`src/rtl/fifo_async_read_ctrl.sv`:
```
// Read-domain controller for the asynchronous circular FIFO: write-pointer synchroniser,
// binary/gray read pointer, RAM read strobe, occupancy level, empty/almost-empty and sticky underflow.
module fifo_async_read_ctrl #(
    parameter int ADDR_WIDTH    = 3,
    parameter int SYNC_STAGES   = 2,
    parameter int AEMPTY_THRESH = 2
) (
    input  logic                  read_clk,
    input  logic                  nrst_in,
    input  logic                  read_in,
    input  logic                  clr_err_in,
    input  logic [ADDR_WIDTH:0]   wptr_g_in,
    output logic [ADDR_WIDTH:0]   rptr_g_out,
    output logic [ADDR_WIDTH-1:0] raddr_out,
    output logic                  read_en_out,
    output logic                  empty_out,
    output logic                  aempty_out,
    output logic [ADDR_WIDTH:0]   level_out,
    output logic                  underflow_out
);

    localparam int PW = ADDR_WIDTH + 1;
    localparam logic [PW-1:0] AE_THRESH = PW'(AEMPTY_THRESH);

    logic [SYNC_STAGES-1:0][PW-1:0] sync_q;
    logic [PW-1:0]                  wptr_b_sync;

    logic [PW-1:0] rptr_b_q, rptr_b_d;
    logic [PW-1:0] rptr_g_q, rptr_g_d;
    logic [PW-1:0] level_q,  level_d;
    logic          empty_q,  empty_d;
    logic          aempty_q, aempty_d;
    logic          underflow_q, underflow_d;

    function automatic logic [PW-1:0] gray2bin(input logic [PW-1:0] g);
        logic [PW-1:0] b;
        b[PW-1] = g[PW-1];
        for (int i = PW - 2; i >= 0; i--) begin
            b[i] = b[i+1] ^ g[i];
        end
        return b;
    endfunction

    // Stage 0 samples the raw write-domain pointer; only the last stage is trusted.
    always_ff @(posedge read_clk or negedge nrst_in) begin
        if (!nrst_in) begin
            sync_q <= '0;
        end else begin
            sync_q <= {sync_q[SYNC_STAGES-2:0], wptr_g_in};
        end
    end

    assign wptr_b_sync = gray2bin(sync_q[SYNC_STAGES-1]);

    // A read is only honoured when the registered empty flag is low.
    assign read_en_out = read_in & ~empty_q;

    always_comb begin
        rptr_b_d    = rptr_b_q + {{ADDR_WIDTH{1'b0}}, read_en_out};
        rptr_g_d    = rptr_b_d ^ (rptr_b_d >> 1);
        level_d     = wptr_b_sync - rptr_b_d;
        empty_d     = (level_d == '0);
        aempty_d    = (level_d <= AE_THRESH);
        underflow_d = (read_in & empty_q) | (underflow_q & ~clr_err_in);
    end

    always_ff @(posedge read_clk or negedge nrst_in) begin
        if (!nrst_in) begin
            rptr_b_q    <= '0;
            rptr_g_q    <= '0;
            level_q     <= '0;
            empty_q     <= 1'b1;
            aempty_q    <= 1'b1;
            underflow_q <= 1'b0;
        end else begin
            rptr_b_q    <= rptr_b_d;
            rptr_g_q    <= rptr_g_d;
            level_q     <= level_d;
            empty_q     <= empty_d;
            aempty_q    <= aempty_d;
            underflow_q <= underflow_d;
        end
    end

    assign rptr_g_out    = rptr_g_q;
    assign raddr_out     = rptr_b_q[ADDR_WIDTH-1:0];
    assign level_out     = level_q;
    assign empty_out     = empty_q;
    assign aempty_out    = aempty_q;
    assign underflow_out = underflow_q;

endmodule

```
`config.mk`:
```
export PLATFORM = sky130hd
export DESIGN_NAME = fifo_async_read_ctrl
export DESIGN_NICKNAME = d
export VERILOG_FILES = /design/src/rtl/fifo_async_read_ctrl.sv
export SDC_FILE = /design/constraint.sdc
export NUM_CORES = 1
export LEC_CHECK = 0
export CAP_MARGIN = 30
export CORE_MARGIN = 5
export CORE_UTILIZATION = 30
export DETAILED_ROUTE_END_ITERATION = 6
export PLACE_DENSITY = 0.65
export SLEW_MARGIN = 10
export SYNTH_ARGS = -nofsm -noshare
export SYNTH_HDL_FRONTEND = slang
export SYNTH_SLANG_ARGS = --single-unit
```
`constraint.sdc`:
```
create_clock -name read_clk -period 2.4 [get_ports read_clk]
set_clock_uncertainty 0.1 [all_clocks]
set_input_delay 0.48 -clock read_clk [delete_from_list [all_inputs] [get_ports read_clk]]
set_output_delay 0.48 -clock read_clk [all_outputs]
set_load 0.02 [all_outputs]
```
==> results.txt <==
synthesized area per cell -> 15.2 um2
Top Layer Used -> met4
DRC -> 0
Die X-Extent -> 64.8 um
f_max -> 421 MHz
final worst path period share -> 98.9%
power share of the clock group -> 8.6%
Routed WL -> 1620 um
Yosys cell types -> 22
routed wl met2 -> 778 um
CTS Hold Bufs -> 0
deepest level of the CTS H-tree -> 1
initial antenna violation count -> 0
largest net degree at the start of global routing -> 14
slew margin rel. -> 61.8%
switching share of power -> 37.7%
Syn. warnings -> 0
CP Launch Type -> flip-flop
sequential power share -> 29.6%
Via Count -> 584
CTS Root Cell -> clkbuf_4
max-cap check violation count -> 0
RSZ-0062 raised after global routing -> true
HP Start -> sync_q[0]$_DFF_PN0_
met3 WL -> 174 um
worst-margin pin slew -> 0.572 ns
Pre-antenna DRT Iters -> 4
R2R Path Start -> sync_q[7]$_DFF_PN0_
Vias/cell -> 4.42
DIE AREA -> 4190 um2
Critical Path End Type -> flip-flop
register area -> 554 um2
TNS Setup -> 0 ns
WL per Instance -> 12.3 um
Clock transition at path regs -> 0.11 ns
Skew-Pair Late Insertion Delay -> 0.30 ns
area growth from synthesis to layout -> 53.5%
cell depth of the worst hold path -> 0
footprint of the multi-input gates -> 398 um2
CP required -> 2.52 ns
DR iter-0 viols -> 6
met1 WL -> 662 um
worst vdd ir -> 485 uV
internal power -> 1.21 mW
Nets -> 115
Worst Hold Path EP -> sync_q[4]$_DFF_PN0_
Syn Nets -> 72
status -> finished clean
Mapped Cells -> 59
clk sink count -> 22
std cell rows -> 19
Ant. Diodes -> 0
FF+latch count, synth -> 22
Num CTS Buffers -> 3
I/O pin cnt -> 23
Reg-to-Reg End -> aempty_out$_DFF_PN1_
min cycle time layout -> 2.37 ns
critical path class -> reg -> reg
Lkg Pwr -> 0.587 nW
HP Class -> reg -> reg
R2R setup slack -> 0.03 ns
Comb pwr share -> 61.8%
fin cells -> 132
final setup violation count -> 0
dpl cells -> 125
first-pass GRT wire length -> 2750 um
sequential area share after synthesis -> 61.5%
core area -> 2810 um2
TritonCTS clock tree -> built
Slew Viols, Final -> 0
DP HPWL -> 1300 um
Sw Pwr -> 0.733 mW
FILL cells -> 254
crit-path max FO -> 4
Total Routing Usage GR -> 8.67%
PwrDens -> 1410 nW/um2
CP Data Arrival Time -> 2.49 ns
vias in the first global route -> 631
post-route ant nets -> 0
number of port buffers -> 22
RePlAce Congestion -> 0.774
Final Hold Vio Count -> 0
Synth Cell Area -> 900 um2
Die H -> 64.8 um
residual overflow from global routing -> 0
DP Area -> 1320 um2
maximum root-to-sink buffer count -> 2
Starting Density -> 32.1%
layout cells sized above 1 -> 38.6%
Worst Reg-to-Reg Cells -> 9
Final Cell Area -> 1380 um2
synth_stat cells, drive strengths merged:
cell,number,share of area (%)
nor2b,1,0.70
fa,1,2.2
maj3,1,1.1
inv,6,2.5
a311oi,1,1.7
nand4bb,1,1.3
mux2i,1,1.1
dfrtp,20,56
dfstp,2,5.8
nand3,1,0.56
xor2,8,9.9
a21oi,1,0.56
ha,4,5.6
nand2,1,0.42
and3,1,0.83
or4,1,0.83
a32oi,1,0.97
o21ai,1,0.56
xnor2,5,7.0
nor3b,1,0.83
logic make-up after synthesis:
| group | Yosys count | synth area share, % |
|---|---|---|
| muxes | 1 | 1.11 |
| buffers and inverters | 6 | 2.50 |
| adders and majority gates | 6 | 8.90 |
| and+or+nand+nor | 7 | 5.42 |
| xor gates and xnor gates | 13 | 16.8 |
| AOI/OAI and AO/OA | 4 | 3.75 |
| DFF | 22 | 61.5 |
worst max path at each step:
stage	startpoint	to	slack, ns	depth (start not counted)
global placement	read_in	aempty_out$_DFF_PN1_	-0.38	9
global route	sync_q[7]$_DFF_PN0_	aempty_out$_DFF_PN1_	-0.03	9
floorplan	sync_q[7]$_DFF_PN0_	empty_out$_DFF_PN1_	-0.04	7
detailed placement	read_in	empty_out$_DFF_PN1_	-0.42	9
CTS	sync_q[7]$_DFF_PN0_	empty_out$_DFF_PN1_	0.01	7
finish	sync_q[7]$_DFF_PN0_	aempty_out$_DFF_PN1_	0.03	9
critical path: stages (launching register included):
cell and delay (ns):
dfrtp_2 0.46, xnor2_4 0.16, xor2_2 0.19, xor2_1 0.17
ha_2 0.20, fa_2 0.34, buf_4 0.15, and3_2 0.17
mux2i_2 0.19, a32oi_1 0.14
placed cells by master (no fill, tap or decap), drive strengths merged, types with 2 or more instances in the layout:
| cell | n |
|---|---|
| inv | 6 |
| clkdlybuf4s50 | 21 |
| xor2 | 8 |
| xnor2 | 5 |
| ha | 4 |
| clkbuf | 4 |
| dfrtp | 20 |
| dfstp | 2 |
| buf | 16 |
routing by layer:
layer,global-route usage [%],vias to the layer above
li1,-,277
met1,9.53,282
met2,14.8,23
met3,4.84,2
met4,1.58,0
met5,0,-
power by group through the flow:
| stage | Combinational [mW] | Sequential [mW] | Clock, mW |
|---|---|---|---|
| finish | 1.20 | 0.576 | 0.168 |
| floorplan | 0.526 | 0.713 | 0 |
| CTS | 1.19 | 0.580 | 0.178 |
| detailed placement | 1.17 | 0.587 | 0 |
| global route | 1.30 | 0.592 | 0.198 |
| global placement | 1.15 | 0.582 | 0 |
sequential cells by signal (all words and copies together) (netlist names):
signal         count
sync_q             8
level_out          4
rptr_b_q           4
rptr_g_out         3
aempty_out         1
empty_out          1
underflow_out      1
metrics by stage:
stage / util, % / setup WS, ns / total power, mW / hold slack, ns
2_1_floorplan: - / -0.0428 / 1.24 / 0.0844
3_3_place_gp: 47.1 / -0.384 / 1.73 / 0.232
3_5_place_dp: 47.1 / -0.422 / 1.76 / 0.235
4_1_cts: 48.3 / 0.0103 / 1.95 / 0.263
5_1_grt: 49.2 / -0.0324 / 2.09 / 0.271
6_report: 49.2 / 0.0274 / 1.95 / 0.260
cell type report:
cell class / count / area share, %
timing repair buffer: 38 / 24.5
clock buffer: 4 / 1.90
tap: 31 / 2.81
inverter: 6 / 1.81
sequential: 22 / 40.1
multi-input combinational: 31 / 28.8
repair_timing:
item | 4_1_cts | 5_1_grt
gates cloned | 0 | 0
pin swaps | 3 | 4
buffers inserted | 0 | 3
gates resized for setup | 3 | 2
setup endpoints to repair | 2 | 2
(Power assumes the default switching activity.)
